**src/rtl/traffic_pkg.sv**
```systemverilog
// Shared definitions for the two-road traffic-light controller:
// state codes, LED bank bit positions and the fixed LED patterns.
package traffic_pkg;

    typedef enum logic [2:0] {
        ALLRED_A  = 3'd0,
        NS_GREEN  = 3'd1,
        NS_YELLOW = 3'd2,
        ALLRED_B  = 3'd3,
        EW_GREEN  = 3'd4,
        EW_YELLOW = 3'd5,
        FLASH     = 3'd6
    } state_t;

    localparam int LED_NS_G = 0;
    localparam int LED_NS_Y = 1;
    localparam int LED_NS_R = 2;
    localparam int LED_EW_G = 3;
    localparam int LED_EW_Y = 4;
    localparam int LED_EW_R = 5;

    localparam logic [5:0] LED_ALLRED    = 6'((1 << LED_NS_R) | (1 << LED_EW_R));
    localparam logic [5:0] LED_NS_GREEN  = 6'((1 << LED_NS_G) | (1 << LED_EW_R));
    localparam logic [5:0] LED_NS_YELLOW = 6'((1 << LED_NS_Y) | (1 << LED_EW_R));
    localparam logic [5:0] LED_EW_GREEN  = 6'((1 << LED_EW_G) | (1 << LED_NS_R));
    localparam logic [5:0] LED_EW_YELLOW = 6'((1 << LED_EW_Y) | (1 << LED_NS_R));

    // Night-mode pattern: NS yellow and EW red blink together.
    function automatic logic [5:0] flash_led(input logic phase);
        logic [5:0] pattern;
        pattern           = '0;
        pattern[LED_NS_Y] = phase;
        pattern[LED_EW_R] = phase;
        return pattern;
    endfunction

    function automatic int max_of(input int a, input int b);
        return (a > b) ? a : b;
    endfunction

endpackage

```
**src/rtl/tick_gen.sv**
```systemverilog
// Tick prescaler: free-running counter that emits a one-cycle tick
// every TICK_DIV clocks, on the cycle where the count is TICK_DIV-1.
module tick_gen #(
    parameter int TICK_DIV = 50_000_000
) (
    input  logic CLOCK_50,
    input  logic rst,
    output logic tick
);

    localparam int CW = (TICK_DIV > 1) ? $clog2(TICK_DIV) : 1;
    localparam logic [CW-1:0] LAST = CW'(TICK_DIV - 1);

    logic [CW-1:0] count;

    // Count 0..TICK_DIV-1 and wrap; only reset clears the count.
    always_ff @(posedge CLOCK_50) begin
        if (rst) begin
            count <= '0;
        end else if (count == LAST) begin
            count <= '0;
        end else begin
            count <= count + CW'(1);
        end
    end

    assign tick = (count == LAST);

endmodule

```
**src/rtl/traffic_light_ctrl.sv**
```systemverilog
// Two-road (NS/EW) traffic-light controller with all-red clearance,
// latched pedestrian requests that shorten the opposing green, and a
// night flashing mode. All outputs are registered alongside the state.
module traffic_light_ctrl
    import traffic_pkg::*;
#(
    parameter int TICK_DIV    = 50_000_000,
    parameter int GREEN_T     = 8,
    parameter int MIN_GREEN_T = 3,
    parameter int YELLOW_T    = 2,
    parameter int ALLRED_T    = 1,
    parameter int FLASH_T     = 1
) (
    input  logic       CLOCK_50,
    input  logic       rst,
    input  logic       ped_req_ns,
    input  logic       ped_req_ew,
    input  logic       night_mode,
    output logic [5:0] LED,
    output logic       walk_ns,
    output logic       walk_ew,
    output logic [2:0] state_o
);

    localparam int MAX_T = max_of(max_of(GREEN_T, YELLOW_T), max_of(ALLRED_T, FLASH_T));
    localparam int TW    = $clog2(MAX_T) + 1;

    state_t        state;
    logic [TW-1:0] timer;
    logic [TW-1:0] timer_next;
    logic          tick;
    logic          ped_ns;
    logic          ped_ew;
    logic          flash_phase;

    logic allred_done;
    logic green_done;
    logic min_green_done;
    logic yellow_done;
    logic flash_done;

    tick_gen #(
        .TICK_DIV (TICK_DIV)
    ) u_tick_gen (
        .CLOCK_50 (CLOCK_50),
        .rst      (rst),
        .tick     (tick)
    );

    // The comparisons use the count including the current tick, so a
    // phase of duration D ends on the D-th tick after entry.
    assign timer_next     = timer + TW'(1);
    assign allred_done    = (timer_next >= TW'(ALLRED_T));
    assign green_done     = (timer_next >= TW'(GREEN_T));
    assign min_green_done = (timer_next >= TW'(MIN_GREEN_T));
    assign yellow_done    = (timer_next >= TW'(YELLOW_T));
    assign flash_done     = (timer_next >= TW'(FLASH_T));

    assign state_o = state;

    // Controller FSM: state, phase timer, ped latches and registered LED/walk outputs.
    always_ff @(posedge CLOCK_50) begin
        if (rst) begin
            state       <= ALLRED_A;
            timer       <= '0;
            ped_ns      <= 1'b0;
            ped_ew      <= 1'b0;
            flash_phase <= 1'b0;
            LED         <= LED_ALLRED;
            walk_ns     <= 1'b0;
            walk_ew     <= 1'b0;
        end else begin
            ped_ns <= ped_ns | ped_req_ns;
            ped_ew <= ped_ew | ped_req_ew;

            case (state)
                ALLRED_A: begin
                    if (tick) begin
                        if (allred_done) begin
                            timer <= '0;
                            if (night_mode) begin
                                state       <= FLASH;
                                LED         <= flash_led(1'b1);
                                flash_phase <= 1'b1;
                            end else begin
                                state   <= NS_GREEN;
                                LED     <= LED_NS_GREEN;
                                walk_ns <= ped_ns;
                                ped_ns  <= ped_req_ns;
                            end
                        end else begin
                            timer <= timer_next;
                        end
                    end
                end

                NS_GREEN: begin
                    if (tick) begin
                        if (green_done || (ped_ew && min_green_done)) begin
                            timer   <= '0;
                            state   <= NS_YELLOW;
                            LED     <= LED_NS_YELLOW;
                            walk_ns <= 1'b0;
                        end else begin
                            timer <= timer_next;
                        end
                    end
                end

                NS_YELLOW: begin
                    if (tick) begin
                        if (yellow_done) begin
                            timer <= '0;
                            state <= ALLRED_B;
                            LED   <= LED_ALLRED;
                        end else begin
                            timer <= timer_next;
                        end
                    end
                end

                ALLRED_B: begin
                    if (tick) begin
                        if (allred_done) begin
                            timer <= '0;
                            if (night_mode) begin
                                state       <= FLASH;
                                LED         <= flash_led(1'b1);
                                flash_phase <= 1'b1;
                            end else begin
                                state   <= EW_GREEN;
                                LED     <= LED_EW_GREEN;
                                walk_ew <= ped_ew;
                                ped_ew  <= ped_req_ew;
                            end
                        end else begin
                            timer <= timer_next;
                        end
                    end
                end

                EW_GREEN: begin
                    if (tick) begin
                        if (green_done || (ped_ns && min_green_done)) begin
                            timer   <= '0;
                            state   <= EW_YELLOW;
                            LED     <= LED_EW_YELLOW;
                            walk_ew <= 1'b0;
                        end else begin
                            timer <= timer_next;
                        end
                    end
                end

                EW_YELLOW: begin
                    if (tick) begin
                        if (yellow_done) begin
                            timer <= '0;
                            state <= ALLRED_A;
                            LED   <= LED_ALLRED;
                        end else begin
                            timer <= timer_next;
                        end
                    end
                end

                FLASH: begin
                    if (tick) begin
                        if (!night_mode) begin
                            timer       <= '0;
                            state       <= ALLRED_A;
                            LED         <= LED_ALLRED;
                            flash_phase <= 1'b0;
                        end else if (flash_done) begin
                            timer       <= '0;
                            flash_phase <= ~flash_phase;
                            LED         <= flash_led(~flash_phase);
                        end else begin
                            timer <= timer_next;
                        end
                    end
                end

                default: begin
                    state       <= ALLRED_A;
                    timer       <= '0;
                    flash_phase <= 1'b0;
                    LED         <= LED_ALLRED;
                    walk_ns     <= 1'b0;
                    walk_ew     <= 1'b0;
                end
            endcase
        end
    end

endmodule

```
**config.mk**
```make
export PLATFORM = sky130hd
export DESIGN_NAME = traffic_light_ctrl
export DESIGN_NICKNAME = d
export VERILOG_FILES = /design/src/rtl/traffic_pkg.sv /design/src/rtl/tick_gen.sv /design/src/rtl/traffic_light_ctrl.sv
export SDC_FILE = /design/constraint.sdc
export NUM_CORES = 1
export LEC_CHECK = 0
export CORE_MARGIN = 8
export CORE_UTILIZATION = 30
export DETAILED_ROUTE_END_ITERATION = 16
export PLACE_DENSITY = 0.45
export SYNTH_ARGS = -nofsm -noshare
export SYNTH_HDL_FRONTEND = slang
export SYNTH_SLANG_ARGS = --single-unit
```
**constraint.sdc**
```tcl
create_clock -name CLOCK_50 -period 2.8 [get_ports CLOCK_50]
set_clock_uncertainty 0.1 [all_clocks]
set_input_delay 0.42 -clock CLOCK_50 [delete_from_list [all_inputs] [get_ports CLOCK_50]]
set_output_delay 0.42 -clock CLOCK_50 [all_outputs]
set_load 0.05 [all_outputs]
```
==> summary.md, run 1 <==
| Metric | Value |
|---|---|
| Post-layout nets | 335 |
| Worst min-delay path startpoint | walk_ns$_SDFFE_PP0P_ |
| Fill cells | 890 |
| CTS Buf Count | 5 |
| Hold EP | walk_ns$_SDFFE_PP0P_ |
| Antenna Cells | 0 |
| Syn Area/Cell | 8.50 sq um |
| Prevailing post-synth register cell | dfxtp_1 |
| P_leak | 0.00101 uW |
| 1st-pass router iterations | 4 |
| Cell count after synthesis | 302 |
| Clk_lat worst skew | 0.30 ns |
| FP Rows | 33 |
| DR iter-0 viols | 101 |
| Hold WC Path Type | reg2reg |
| Final setup vio count | 0 |
| Worst reg2reg setup slack | 0.27 ns |
| Largest net degree at the start of global routing | 26 |
| Multi-input logic area | 1510 sq um |
| Top-count cell post-synth | dfxtp_1 |
| Post-DRT Antenna Nets | 0 |
| Syn. warnings | 0 |
| Routability Congestion | 0.852 |
| CP endpoint kind | flop |
| Buffer count from post-CTS setup fixing | 0 |
| Crit path DAT | 2.66 ns |
| Die Area | 11,800 sq um |
| WL/cell | 14.8 um |
| Post-synth top cells | dfxtp_1 (44), nor2_1 (39), nand3_1 (21), nand2_1 (20), a21oi_1 (16) |
| Post_cts resized | 0 |
| Least-Margin Pin Slew | 0.551 ns |
| Final worst path period share | 90.2% |
| Peak Freq | 0.396 GHz |
| Syn Std Cell Area | 2570 sq um |
| Grt total ovfl | 0 |
| CTS Hold Bufs | 0 |
| Status | finished, final reports clean |
| Crit-path max FO | 8 |
| Pre-CTS setup slack | 0.292 ns |
| Dpl hpwl | 4.69 mm |
| Share of Yosys cell area claimed by the top area cell type | 34.3% |
| Total Routing Usage GR | 11.5% |
| Rel. slew slack | 63.3% |
| #FFs+latches synth | 44 |
| Die H | 109 um |
| Final min period | 2.53 ns |
| Final Max Tran Viols | 0 |
| Placed cells | 424 |
| Setup TNS | 0 ns |
| Reg area | 881 sq um |
| Avg Vias per Cell | 5.16 |
| Final wirelength | 6.40 mm |
| CTS tree | done |
| Area Overhead vs Synth | 15.5% |
| Clock Sinks | 44 |
| Port Buffers | 15 |
| Sequential area share after synthesis | 34.3% |
| Crit path kind | reg2reg |
| CTS root buffer | clkbuf_8 |
| CTS clk-pin slew, worst paths | 0.09 ns |
| RSZ-0062 raised after global routing | no |
| # IOs | 16 |
| Netlist cell types | 67 |
| Layout Cells excl Fill | 432 |
| Reg-to-reg endpoint | LED[4]$_SDFFE_PP0P_ |
| Via count | 2,227 |
| Share of cells above drive strength 1 | 14.1% |
| Max-Cap Viols | 0 |
| Setup WS post-layout | 0.275 ns |
| Clk buf depth | 2 |
| CP startpoint kind | flop |
| Reg2Reg Depth | 7 |
| CORE AREA | 8260 sq um |
| H-tree levels | 2 |
| Required @ worst endpoint | 2.94 ns |
| Peak supply drop | 0.265 mV |
| Hold Path Depth | 2 |
| First-pass GRT wire length | 11.0 mm |
| Drt drc | 0 |
| Post-synth EDFFs | 0 |
| Net Count, Synth | 311 |
| R2r startpoint | u_tick_gen.count[0]$_SDFF_PP0_ |
| Final Hold Fails | 0 |
| Async set or reset register ratio after synthesis | 0% |
| Die outline width | 109 um |
| Top cells by area, synth | dfxtp_1 (34%), nor2_1 (5.7%), xnor2_1 (4.4%), nand3_1 (4.1%), xor2_1 (3.8%) |
| Initial antenna violation count | 0 |
| Initial Util | 31.1% |
| Vias in the first global route | 2,152 |
| Pwr dens | 435 nW/um^2 |
| Synth area leader | dfxtp_1 |
-- power by group --
part,internal [uW],switching (uW),total [uW]
clock network,292,229,521
logic,43.7,80.5,124
registers,633,11.2,645
total,969,320,1290
-- per-layer routing --
| layer | vias up | global-route usage (%) | routed length [um] |
|---|---|---|---|
| met5 | - | 0 | 0 |
| met4 | 0 | 2.93 | 48 |
| met1 | 1033 | 15.6 | 3190 |
| met3 | 4 | 2.32 | 266 |
| met2 | 39 | 18.0 | 2890 |
| li1 | 1151 | - | - |
-- final cells by class --
type | count | share of cell area (%)
flip-flops and latches | 44 | 29.7
inverters | 12 | 1.52
well taps | 105 | 4.43
multi-input cells | 231 | 50.9
repair buffers | 32 | 9.36
clock inverters | 2 | 1.31
clock buffers | 6 | 2.78
-- worst max-delay path: stages (launching register included) --
cell and delay [ns]:
dfxtp_1 0.38, ha_1 0.21, and3_1 0.29, nand2_2 0.09
or4_4 0.57, a221o_2 0.47, nor4_1 0.24, a31o_1 0.14
-- stage by stage --
step | power [uW] | hold slack, ns | cell area [sq um] | utilization [%]
2_1_floorplan | 745 | 0.330 | 2570 | -
3_5_place_dp | 781 | 0.356 | 2850 | 34.5
3_3_place_gp | 785 | 0.345 | 2850 | 34.5
4_1_cts | 1310 | 0.369 | 2970 | 35.9
5_1_grt | 1350 | 0.401 | 2970 | 35.9
6_report | 1290 | 0.369 | 2970 | 35.9
-- layout by cell type, fill, tap and decap left out, types with 7 or more instances in the layout --
master            n
nand2_1          20
nand4_1           9
a21oi_1          16
nand3_1          21
o21ai_0          13
buf_4            17
nor4_1            7
xnor2_1          13
dfxtp_1          44
xor2_1           11
nor2_1           39
inv_1            12
clkdlybuf4s50_1  15
-- worst max-delay path by stage --
stage | startpoint | end | slack, ns | depth (start not counted)
CTS | u_tick_gen.count[0]$_SDFF_PP0_ | LED[4]$_SDFFE_PP0P_ | 0.27 | 7
finish | u_tick_gen.count[0]$_SDFF_PP0_ | LED[4]$_SDFFE_PP0P_ | 0.27 | 7
detailed placement | u_tick_gen.count[0]$_SDFF_PP0_ | LED[4]$_SDFFE_PP0P_ | 0.29 | 7
global route | timer[1]$_SDFFE_PP0P_ | state_o[0]$_SDFFE_PP0P_ | 0.09 | 8
global placement | u_tick_gen.count[0]$_SDFF_PP0_ | LED[1]$_SDFFE_PP0P_ | 0.31 | 7
floorplan | state_o[0]$_SDFFE_PP0P_ | state_o[0]$_SDFFE_PP0P_ | 0.40 | 7
-- flip-flops by register name, summed over array words and instances (netlist names) --
name and cells:
u_tick_gen.count 26, LED 6, timer 4, state_o 3, flash_phase 1, ped_ew 1
ped_ns 1, walk_ew 1, walk_ns 1
-- kinds of logic after synthesis --
kind of cell | Yosys count | share of synthesized area [%]
and+or+nand+nor | 135 | 28.3
DFF | 44 | 34.3
AOI/OAI and AO/OA | 65 | 19.2
adders and majority gates | 4 | 1.95
muxes | 3 | 1.17
buffers and inverters | 27 | 6.87
xor gates and xnor gates | 24 | 8.19
Power figures use the tool's default switching activity.
==> run 2: changes to the inputs <==
--- a/config.mk
+++ b/config.mk
@@ -5,8 +5,11 @@
 export SDC_FILE = /design/constraint.sdc
 export NUM_CORES = 1
 export LEC_CHECK = 0
+export ABC_CLOCK_PERIOD_IN_PS = 2800
+export CAP_MARGIN = 20
 export CORE_MARGIN = 8
 export CORE_UTILIZATION = 30
+export CTS_CLUSTER_SIZE = 28
 export DETAILED_ROUTE_END_ITERATION = 16
 export PLACE_DENSITY = 0.45
 export SYNTH_ARGS = -nofsm -noshare
==> results of run 2 <==
Final layout, timing and power as in run 1 (identical DEF).
